### src/rtl/preempt_int_ctrl.sv
// Preemption/interrupt source for the time-sharing OS: emits a quantum-expiry or
// user-HALT pulse, latches cause and resume PC, then waits for the OS acknowledge.
//
// state    | meaning
// ---------+------------------------------------------------------------
// S_IDLE   | timer disarmed, watching for a user HALT
// S_COUNT  | quantum down-counter running (decrements on user cycles only)
// S_WAIT   | interrupt delivered, cause/PC latched, waiting for GetInterruption
module preempt_int_ctrl #(
   parameter int                 PC_W   = 11,
   parameter int                 TIME_W = 16,
   parameter logic [PC_W-1:0]    OS_END = 11'd256
) (
   input  logic              i_clock,
   input  logic              i_reset,
   input  logic              i_halt,
   input  logic              i_set_clock,
   input  logic [TIME_W-1:0] i_int_time,
   input  logic [PC_W-1:0]   i_pc,
   input  logic              i_get_interruption,
   output logic              o_int_clk,
   output logic              o_int_halt,
   output logic [1:0]        o_cause,
   output logic [PC_W-1:0]   o_saved_pc,
   output logic              o_armed
);

   localparam logic [1:0] S_IDLE  = 2'd0;
   localparam logic [1:0] S_COUNT = 2'd1;
   localparam logic [1:0] S_WAIT  = 2'd2;

   localparam logic [1:0] CAUSE_NONE    = 2'd0;
   localparam logic [1:0] CAUSE_QUANTUM = 2'd1;
   localparam logic [1:0] CAUSE_HALT    = 2'd2;

   logic [1:0]        r_state;
   logic [TIME_W-1:0] r_cnt;
   logic              r_int_clk;
   logic              r_int_halt;
   logic [1:0]        r_cause;
   logic [PC_W-1:0]   r_saved_pc;
   logic              r_armed;

   logic w_user;
   logic w_time_nz;
   logic w_halt_trap;
   logic w_dec;
   logic w_expire;

   assign w_user      = (i_pc >= OS_END);
   assign w_time_nz   = (i_int_time != '0);
   assign w_halt_trap = i_halt && w_user;
   // Reload and halt both take priority over the decrement on the same edge.
   assign w_dec       = (r_state == S_COUNT) && w_user && !i_set_clock &&
                        !w_halt_trap && (r_cnt != '0);
   assign w_expire    = w_dec && (r_cnt == {{(TIME_W-1){1'b0}}, 1'b1});

   always_ff @(posedge i_clock) begin
      if (i_reset) begin
         r_state    <= S_IDLE;
         r_cnt      <= '0;
         r_int_clk  <= 1'b0;
         r_int_halt <= 1'b0;
         r_cause    <= CAUSE_NONE;
         r_saved_pc <= '0;
         r_armed    <= 1'b0;
      end else begin
         r_int_clk  <= 1'b0;
         r_int_halt <= 1'b0;
         case (r_state)
            S_WAIT: begin
               if (i_get_interruption) begin
                  r_cause <= CAUSE_NONE;
                  if (i_set_clock && w_time_nz) begin
                     r_cnt   <= i_int_time;
                     r_armed <= 1'b1;
                     r_state <= S_COUNT;
                  end else begin
                     r_state <= S_IDLE;
                  end
               end
            end
            default: begin
               if (w_halt_trap) begin
                  r_int_halt <= 1'b1;
                  r_cause    <= CAUSE_HALT;
                  r_saved_pc <= i_pc;
                  r_armed    <= 1'b0;
                  r_state    <= S_WAIT;
               end else if (i_set_clock) begin
                  // A zero quantum disarms the timer.
                  if (w_time_nz) begin
                     r_cnt   <= i_int_time;
                     r_armed <= 1'b1;
                     r_state <= S_COUNT;
                  end else begin
                     r_cnt   <= '0;
                     r_armed <= 1'b0;
                     r_state <= S_IDLE;
                  end
               end else if (w_dec) begin
                  r_cnt <= r_cnt - 1'b1;
                  if (w_expire) begin
                     r_int_clk  <= 1'b1;
                     r_cause    <= CAUSE_QUANTUM;
                     r_saved_pc <= i_pc + 1'b1;
                     r_armed    <= 1'b0;
                     r_state    <= S_WAIT;
                  end
               end
            end
         endcase
      end
   end

   assign o_int_clk  = r_int_clk;
   assign o_int_halt = r_int_halt;
   assign o_cause    = r_cause;
   assign o_saved_pc = r_saved_pc;
   assign o_armed    = r_armed;

endmodule

### config.mk
export PLATFORM = sky130hd
export DESIGN_NAME = preempt_int_ctrl
export DESIGN_NICKNAME = d
export VERILOG_FILES = /design/src/rtl/preempt_int_ctrl.sv
export SDC_FILE = /design/constraint.sdc
export NUM_CORES = 1
export LEC_CHECK = 0
export CAP_MARGIN = 10
export CORE_ASPECT_RATIO = 0.75
export CORE_UTILIZATION = 43
export CTS_CLUSTER_DIAMETER = 120
export DETAILED_ROUTE_END_ITERATION = 10
export PLACE_DENSITY = 0.77
export SLEW_MARGIN = 40
export SYNTH_ARGS = -nofsm -noshare
export SYNTH_HDL_FRONTEND = slang
export SYNTH_SLANG_ARGS = --single-unit
### constraint.sdc
create_clock -name i_clock -period 3.1 [get_ports i_clock]
set_input_delay 0.775 -clock i_clock [delete_from_list [all_inputs] [get_ports i_clock]]
set_output_delay 0.775 -clock i_clock [all_outputs]
set_load 0.05 [all_outputs]
==> results.txt <==
The synthesized netlist devotes 33.3% of its cell area to compound gates. The worst register-to-register path begins at r_state[0]. The tools report the number of cell rows as 21. Number of nets at the end of the flow: 353. The first global-routing pass estimated 10,400 um of wire. CTS saw 34 sinks.

The tools report the core box area as 4620 um2. The most used flip-flop cell after synthesis is dfxtp_1. At the later pin of the worst-skew pair, clock insertion delay measures 0.29 ns.

In the finished design, the share of the clock period the worst path needs comes to 90.3%. The share of the Yosys chip area taken by registers is 31.6%. On the critical path, the stage with the largest delay is an instance of or4b_4.

The clock slew at the register clock pins of the worst setup and hold paths works out to 0.07 ns. The area share of fa/ha/maj cells after synthesis was 2.90%; the cell area after placement was 2770 um2. The type of the worst setup path was primary input to flip-flop. IR analysis of the VDD net gives a maximum drop of 0.278 mV. The tools report the number of top-level pins as 48.

Buffers added to address setup during post-CTS repair amount to 0. By area, the combinational part of the netlist is dominated by compound AO/OA/AOI/OAI gates. The number of cells on the worst reg-to-reg path is 6. Measured against its own limit, the worst slew margin works out to 51.2%. Using the TritonRoute via totals, the vias-per-cell ratio works out to 6.20. The endpoint identified for the worst register-to-register timing path is o_saved_pc[8]. The number of gates given a new drive strength after cts was 0; the achievable frequency was 357 MHz. The floorplan step defined a die boundary enclosing 5310 um2.

The synthesized netlist contains 47 unique library cells. The tools report the violation count after the first detailed-route iteration as 170. The class of the most critical hold timing path was flip-flop to flip-flop. The largest single stage delay on the critical path is 0.53 ns. In this run the worst path has a maximum fanout of 21.

The run gives -0.00500 ns as the worst setup slack after placement. In this run the remaining antenna-violating nets after routing total 0. In the synthesized netlist, the number of instances is 262.

The logs give 2,319 for the detailed-route via count and 681 um2 for the register area. The post-synthesis simple-gate area fraction came out at 21.6%. The worst hold path begins at r_cnt[9]. The first detailed-routing pass took 6 iterations. For the maximum root-to-sink buffer count, the log shows 2. The tools report the worst hold path endpoint as r_cnt[9]. CTS placed an instance of clkbuf_8 at the clock tree root. Detailed placement ended at an HPWL of 4820 um. The max-slew violation total from the final report was 0; the multi-input logic area was 1360 um2. The synthesized netlist devotes 5.28% of its cell area to XOR and XNOR gates. The flow ran to the end, and the final reports show no timing, DRC or antenna violations.

In the final routed layout, each cell accounts on average for 17.1 um. The worst setup path is captured at a flip-flop. Routability-driven placement finished with a final weighted congestion of 0.912. TritonCTS built the clock tree. For the global-route total usage across every layer, the log shows 25.0%. Once the floorplan was initialized, standard cells occupied 46.6% of the core.

Final instance area: 2860 um2. After synthesis the netlist holds a flip-flop and latch count of 34. The number of enable flip-flop cells after synthesis is 0.

After synthesis, the share of flip-flops with an asynchronous set or reset is 0%. The count of placed standard cells in the final layout, fillers left out is 374. The H-tree was split into 2 levels.

Setup violations remaining at the end of the flow were counted as 0. For the worst setup path, the data arrival time is 2.99 ns. Setup slack closes at 0.300 ns.

The die outline height works out to 63.3 um. Max-cap violations in this run came to 0. In this run, post-CTS hold repair placed 0 buffers.

In this run the mean area of a mapped cell was 8.23 um2. The run gives 0.00684 ns as the worst setup skew after layout. Multiplexer cells account for 0% of the synthesized area.

The worst hold path was traced through 2 stages. During synthesis, Yosys emitted a total of 0 warnings. Fraction of layout cells with a size suffix above 1: 12.3%. The kind of start point of the critical path was a primary input. The total design power is 0.00144 W. Clock tree synthesis inserted a total of 5 buffers.

The die width was 83.8 um; the initial antenna violation count was 0. The synthesized netlist occupies a cell area of 2160 um2. The area growth from synthesis to layout is 32.4%. Synthesis produced a netlist with a net count of 299. The number of global-route vias before repair is 2,056.

Summed over all cells, the static leakage comes to 1.01 nW. The worst register-to-register path has a setup slack of 0.86 ns. The post-layout minimum cycle time is 2.80 ns, and the ratio of total power to cell area is 505 nW/um2.

For the largest net degree at the start of global routing, the log shows 33. For this run the aggregate overflow at the end of global routing stands at 0. Counting tap cells, the placed design contains a total of 366 instances.

The final hold violation count is 0, and the number of buffers inserted by port buffering is 47. The antenna diode instance count was 0; the total length of routed wires was 6410 um. For the pin with the worst max-slew slack, the measured transition is 0.732 ns. The critical path goes through clkdlybuf4s50_1 > or4b_1 > or4b_4 > o21ai_2 > buf_12 > a21oi_1 > a311oi_2.

The count of unresolved DRC violations after routing is 0, and the critical path data required time is 3.29 ns. The run gives 413 as the count of filler cells inserted in the layout. Setup repair after global routing left no endpoint under its margin.
[worst max path at each step]
| stage | from | to | depth (start not counted) |
|---|---|---|---|
| floorplan | i_set_clock | o_saved_pc[10] | 6 |
| finish | i_halt | o_saved_pc[8] | 7 |
| global placement | i_set_clock | o_saved_pc[2] | 7 |
| global route | i_int_time[13] | r_cnt[1] | 6 |
| detailed placement | i_halt | o_saved_pc[8] | 7 |
| CTS | i_halt | o_saved_pc[8] | 7 |
[kinds of logic (layout without fill, tap and decap cells)]
| family | after synthesis | in the layout |
|---|---|---|
| DFF | 34 | 34 |
| buffers and inverters | 27 | 82 |
| and+or+nand+nor | 88 | 88 |
| xor gates and xnor gates | 13 | 13 |
| adders and majority gates | 5 | 5 |
| AOI/OAI and AO/OA | 95 | 95 |
[synthesized netlist by cell type (all sizes together), types with 7 or more instances]
library cell	number	area, um2
nor4	10	62.6
nand2	17	63.8
a311oi	11	153
nand3	11	55.1
inv	9	33.8
nor3	13	65.1
nor2	14	52.6
dfxtp	34	681
a21oi	29	145
clkbuf	13	48.8
xor2	7	61.3
[sequential cells by signal (all words and copies together), names as in the netlist]
signal / cells
o_saved_pc: 11
o_int_clk: 1
o_armed: 1
o_cause: 2
o_int_halt: 1
r_state: 2
r_cnt: 16
[placed cells by master, fill, tap and decap left out, types with 3 or more instances in the layout]
cell,count
a211oi_1,6
a21boi_0,5
a21oi_1,29
a22oi_1,6
a311oi_2,9
a31oi_1,3
and3_1,3
buf_4,17
clkbuf_8,6
clkdlybuf4s50_1,47
dfxtp_1,34
ha_1,5
inv_1,9
nand2_1,17
nand3_1,11
nand4_1,5
nor2_1,14
nor2b_1,3
nor3_1,13
nor4_1,10
o211ai_1,5
o21ai_0,5
o31a_1,3
o31ai_1,6
o32ai_1,5
xnor2_1,6
xor2_1,7
[per-stage QoR]
stage / utilization [%] / setup TNS, ns / hold slack [ns]
after floorplan: - / 0 / 0.448
after global placement: 59.8 / 0 / 0.460
after detailed placement: 59.8 / -0.00605 / 0.483
after CTS: 61.8 / 0 / 0.496
after global routing: 61.8 / 0 / 0.522
final: 61.8 / 0 / 0.498
[routing by layer]
| metal | GRT usage (%) | routed length, um | vias to the layer above |
|---|---|---|---|
| met1 | 38.3 | 3210 | 1076 |
| met3 | 5.24 | 493 | 17 |
| met5 | 0 | 0 | - |
| met2 | 33.6 | 2600 | 109 |
| li1 | - | - | 1117 |
| met4 | 9.32 | 107 | 0 |
[final cells by class]
cell class / instances / area share [%]
multi-input cells: 201 / 47.7
inverters: 9 / 1.18
repair buffers: 65 / 21.6
flip-flops and latches: 34 / 23.8
clock buffers: 7 / 3.02
well taps: 57 / 2.50
clock inverters: 1 / 0.175
[report_power, final]
group	internal (W)	switching (W)	total, W
clock	0.000179	0.000166	0.000345
sequential	0.000481	0.0000419	0.000523
combinational	0.000238	0.000336	0.000574
[critical path: cells and delay by family]
kind                   cells  cell delay, ns
buffers and inverters      2            0.64
and+or+nand+nor            2            1.02
AOI/OAI and AO/OA          3            0.55
No activity file was read; power rests on OpenSTA's default activity.
==> variant 1: new RTL, same settings <==
Change the parameter `PC_W` from 11 to 15.
--- a/src/rtl/preempt_int_ctrl.sv
+++ b/src/rtl/preempt_int_ctrl.sv
@@ -8,5 +8,5 @@
 // S_WAIT   | interrupt delivered, cause/PC latched, waiting for GetInterruption
 module preempt_int_ctrl #(
-   parameter int                 PC_W   = 11,
+   parameter int                 PC_W   = 15,
    parameter int                 TIME_W = 16,
    parameter logic [PC_W-1:0]    OS_END = 11'd256
Ports: changed (resized i_pc and o_saved_pc); port bits go from 48 to 56. The function was not compared with the original's and may differ.
==> variant 1 against the original RTL <==
- routed wire length grew 21%
- die area is 18% higher
- worst setup slack worse by 0.13 ns
- clock power is 6.1% higher
- synthesized area is 19% higher
- sequential cell count rose by 4
- critical endpoint is now o_saved_pc[5]
- first-iteration DRC count increased by 92%
- design area is 16% higher
- cell count rose by 17%
- count of clock-buffer cells in the layout unchanged
- core utilization shrank 1.6 points
- total power grew 1.8%
==> variant 1: results (changes against the original RTL) <==
[run_status]
status = finished, final reports clean

[sta]
slew_headroom = 0.513  ; +0.000893
finalClockSkew_ns = 0.00440  ; -0.00243 ns
setup_slack_ns = 0.172  ; -0.128 ns
hold-worst-slack_ns = 0.465  ; -0.0330 ns

[global_route]
grt_max_degree = 30  ; -9.1%
grt.total_usage = 0.260  ; +0.00975
grt_pass1_wl_um = 12600  ; +21%
antenna_found_initial = 0  ; unchanged
grt_pass1_vias = 2566  ; +25%

[route]
post_drt_wl_per_cell_um = 17.6  ; +2.9%
ant_nets = 0  ; unchanged
vias_per_cell = 6.36  ; +2.6%
drt_iter0_markers = 327  ; +92%
drt-pass1-iter-count = 5  ; -1

[placement]
dp_hpwl_um = 5690  ; +18%
place.gp.congestion = 0.911  ; -0.11%
dp_slack_ns = -0.110  ; -0.105 ns
port_buffers = 55  ; +17%
place_area_um2 = 3230  ; +17%

[hold_path]
whs_path_depth = 2  ; unchanged
min-delay-start = o_saved_pc[5]
min_to = o_saved_pc[5]
hold_path_class = reg -> reg

[worst_setup_path]
path_delay_family = compound AO/OA/AOI/OAI gates
worstPathArrival_ns = 3.08  ; +0.09 ns
worstSetupEndpoint = o_saved_pc[5]
reg2reg_setup_slack_ns = 0.73  ; -0.13 ns
setup.worst_path.start = i_pc[8]
crit_fanout = 8  ; -62%
crit_slowest_cell = a2111oi_0
r2r_cells = 5  ; -1
worstReg2RegStart = r_cnt[8]
cpPeakStageDelay_ns = 0.76  ; +0.23 ns

[power]
switching_share = 0.372  ; -0.00502
p_leak_nw = 1.18  ; +17%
p_seq_uw = 570  ; +9.0%
vdd_drop_max_mv = 0.213  ; -23%
clk-power_uw = 366  ; +6.1%
internal_power_uw = 922  ; +2.6%

[logic_synthesis]
synthesis.area_per_instance_um2 = 8.44  ; +2.5%
seq_area_frac_synth = 0.298  ; -0.0179
yosys-top-cells-area = dfxtp_1 (30%), a21oi_1 (3.5%), o31ai_1 (3.5%), nor2_1 (3.2%), nor4_1 (3.2%)
synth_common_cells = dfxtp_1 (38), nor2_1 (22), a21oi_1 (18)
synth_fa_ha_area_frac = 0.0196  ; -0.00942
synth_mux_area_frac = 0.00392  ; +0.00392
ys_types = 62  ; +32%
synth_xor_area_frac = 0.0343  ; -0.0185
synth_compound_area_frac = 0.337  ; +0.00430
syn-num-nets = 343  ; +15%

[layout]
n_fill_cell = 502  ; +22%
largest_register_ffs = 16  ; unchanged
fin_nets = 403  ; +14%
drive_above_1_share = 0.110  ; -0.0131

[clocking]
insertion_delay_ns = 0.30
root_buffer = clkbuf_8
cts_made_buffers = 5  ; unchanged
cts_resized = 0  ; unchanged

## variant 1: changes by cell type in the layout (fill, tap and decap cells not counted), sizes merged, moves of 7 or more
cell           before  now
a2111oi             1    8
a21oi              29   19
a311oi             11    2
clkdlybuf4s50      47   55
nor2               14   22
o311ai              0   11
## variant 1: area by class of cell
class / count / share of cell area
inverter: 15 / 0.0169
multi-input combinational: 232 / 0.497
tap: 75 / 0.0282
clock inverter: 1 / 0.00151
clock buffer: 7 / 0.0260
timing repair buffer: 71 / 0.202
sequential: 38 / 0.229
## variant 1: metrics by stage
step           TNS [ns]   util  std cells
6_report              0  0.601        439
5_1_grt               0  0.601        439
4_1_cts               0  0.601        439
3_5_place_dp     -0.164  0.585        431
3_3_place_gp    -0.0501  0.585        431
2_1_floorplan         0      -        303
## variant 1: per-layer routing
layer / part of all wire / vias up / track usage
met5: 0 / - / 0
met4: 0.015 / 0 / 0.0833
met3: 0.078 / 16 / 0.0537
met2: 0.44 / 149 / 0.410
li1: - / 1315 / -
met1: 0.47 / 1312 / 0.359
==> variant 2: new RTL, same flow settings <==
Without the edit above. Add an input register stage for `i_halt`, `i_int_time`, `i_pc` and `i_get_interruption`, without a reset; this delays them by one clock.
--- a/src/rtl/preempt_int_ctrl.sv
+++ b/src/rtl/preempt_int_ctrl.sv
@@ -34,4 +34,16 @@
    localparam logic [1:0] CAUSE_HALT    = 2'd2;
 
+   logic i_halt_q;
+   logic [TIME_W-1:0] i_int_time_q;
+   logic [PC_W-1:0] i_pc_q;
+   logic i_get_interruption_q;
+
+   always_ff @(posedge i_clock) begin
+      i_halt_q             <= i_halt;
+      i_int_time_q         <= i_int_time;
+      i_pc_q               <= i_pc;
+      i_get_interruption_q <= i_get_interruption;
+   end
+
    logic [1:0]        r_state;
    logic [TIME_W-1:0] r_cnt;
@@ -48,7 +60,7 @@
    logic w_expire;
 
-   assign w_user      = (i_pc >= OS_END);
-   assign w_time_nz   = (i_int_time != '0);
-   assign w_halt_trap = i_halt && w_user;
+   assign w_user      = (i_pc_q >= OS_END);
+   assign w_time_nz   = (i_int_time_q != '0);
+   assign w_halt_trap = i_halt_q && w_user;
    // Reload and halt both take priority over the decrement on the same edge.
    assign w_dec       = (r_state == S_COUNT) && w_user && !i_set_clock &&
@@ -70,8 +82,8 @@
          case (r_state)
             S_WAIT: begin
-               if (i_get_interruption) begin
+               if (i_get_interruption_q) begin
                   r_cause <= CAUSE_NONE;
                   if (i_set_clock && w_time_nz) begin
-                     r_cnt   <= i_int_time;
+                     r_cnt   <= i_int_time_q;
                      r_armed <= 1'b1;
                      r_state <= S_COUNT;
@@ -85,5 +97,5 @@
                   r_int_halt <= 1'b1;
                   r_cause    <= CAUSE_HALT;
-                  r_saved_pc <= i_pc;
+                  r_saved_pc <= i_pc_q;
                   r_armed    <= 1'b0;
                   r_state    <= S_WAIT;
@@ -91,5 +103,5 @@
                   // A zero quantum disarms the timer.
                   if (w_time_nz) begin
-                     r_cnt   <= i_int_time;
+                     r_cnt   <= i_int_time_q;
                      r_armed <= 1'b1;
                      r_state <= S_COUNT;
@@ -104,5 +116,5 @@
                      r_int_clk  <= 1'b1;
                      r_cause    <= CAUSE_QUANTUM;
-                     r_saved_pc <= i_pc + 1'b1;
+                     r_saved_pc <= i_pc_q + 1'b1;
                      r_armed    <= 1'b0;
                      r_state    <= S_WAIT;
Behaviour: not the same (Yosys sat finds a counterexample within 4 cycles, from zero or initial values and one cycle with i_reset high).
==> variant 2 against the original RTL <==
- sequential share of layout area rose by 12 points
- routed wire length rose by 4.7%
- count of clock-buffer cells in the layout rose by 2
- sequential power rose by 80%
- worst setup slack improved by 0.13 ns
- total power rose by 52%
- design area rose by 23%
- synthesized area rose by 27%
- register-to-register slack got worse by 0.34 ns
- sequential cell count rose by 29
- largest cell class unchanged
==> variant 2: results (changes against the original RTL) <==
[worst_setup_path]
worstReg2RegStart = r_cnt[2]
path_delay_family = compound AO/OA/AOI/OAI gates
worstPathArrival_ns = 2.89  ; -0.10 ns
cpPeakStageDelay_ns = 0.61  ; +0.08 ns
setup.worst_path.start = i_set_clock
crit_fanout = 19  ; -9.5%
crit_slowest_cell = clkdlybuf4s50_1

[power]
internal_power_mw = 1.48  ; +65%
pwr-share-clk = 0.331  ; +0.092
vdd_drop_max_mv = 0.325  ; +17%
combPwrFrac = 0.238  ; -0.160
p_leak_nw = 1.29  ; +28%
p_comb_uw = 522  ; -9.1%

[global_route]
grtUsageMet1 = 0.331  ; -0.0514
grt_pass1_wl_um = 11200  ; +6.9%
antenna_found_initial = 0  ; unchanged
grt_use_met2 = 0.278  ; -0.0586
grt_pass1_vias = 2241  ; +9.0%
grt_util_met3 = 0.0828  ; +0.0304
grt.total_usage = 0.218  ; -0.0323
grt_max_degree = 23  ; -30%

[placement]
dp_slack_ns = 0.148  ; +0.153 ns
place.gp.congestion = 0.925  ; +1.5%
place_area_um2 = 3320  ; +20%
dp_hpwl_um = 4870  ; +0.98%
placed_cells = 416  ; +14%

[route]
met3WireLength_um = 725  ; +47%
wl_met2_um = 2680  ; +3.1%
via_count = 2466  ; +6.3%
drt_iter0_markers = 260  ; +53%
drt-pass1-iter-count = 7  ; +1
vias_per_cell = 5.71  ; -7.9%
wl_met1_um = 3240  ; +0.97%
totalWireLength_um = 6710  ; +4.7%

[layout]
fin_nets = 386  ; +9.3%
clkbuf_count = 9  ; +2
n_fill_cell = 504  ; +22%
sh_seq_area = 0.358  ; +0.120
nonClkBufAreaFrac = 0.161  ; -0.0552
regArea_um2 = 1260  ; +85%
multi_input_area_um2 = 1360  ; about the same
num-nonclk-buffers = 60  ; -7.7%
clk_share = 0.0579  ; +0.0259
num-multi-input-gates = 206  ; +2.5%
drive_above_1_share = 0.110  ; -0.0129

[floorplanning]
taps = 78  ; +37%

[run_status]
status = finished, final reports clean

[logic_synthesis]
synth_top_cell_area_share = 0.459  ; +0.144
synthesis.area_per_instance_um2 = 9.28  ; +13%
ys_types = 51  ; +8.5%
synth_common_cells = dfxtp_1 (63), nor2_1 (25), nor3_1 (19)
yosys-top-cells-area = dfxtp_1 (46%), a211oi_1 (3.6%), nor3_1 (3.5%), nor2_1 (3.4%), a21oi_1 (2.9%)
syn-num-nets = 333  ; +11%
seq_area_frac_synth = 0.459  ; +0.144

[sta]
slew_headroom = 0.444  ; -0.0679

[hold_path]
min-delay-start = o_saved_pc[0]

[clocking]
ctsHtreeMaxLevel = 3  ; +1
numClockSinks = 63  ; +85%
insertion_delay_ns = 0.34  ; +0.05 ns

==> variant 2: logic make-up (layout without fill, tap and decap cells) <==
| kind of cell | after synthesis | in the layout | share of synthesized area |
|---|---|---|---|
| AND/OR/NAND/NOR | 107 | 107 | 0.206 |
| AO/OA/AOI/OAI | 78 | 78 | 0.215 |
| buffers and inverters | 27 | 85 | 0.0456 |
| XOR/XNOR | 16 | 16 | 0.0510 |
| flip-flops | 63 | 63 | 0.459 |
| adder cells (fa/ha/maj) | 5 | 5 | 0.0228 |
==> variant 2: worst reg2reg max path: cells and delay by family, from the launching register on <==
kind	cells	cell delay [ns]
AO/OA/AOI/OAI	2	1.03
flip-flops	1	0.36
AND/OR/NAND/NOR	3	1.11
==> variant 2: path summary, 6_finish.rpt <==
kind / to / slack (ns) / depth (start not counted)
max: r_cnt[10] / 0.43 / 6
min reg2reg: o_saved_pc[0] / 0.48 / 2
max reg2reg: r_cnt[10] / 0.52 / 5
min: o_saved_pc[0] / 0.48 / 2
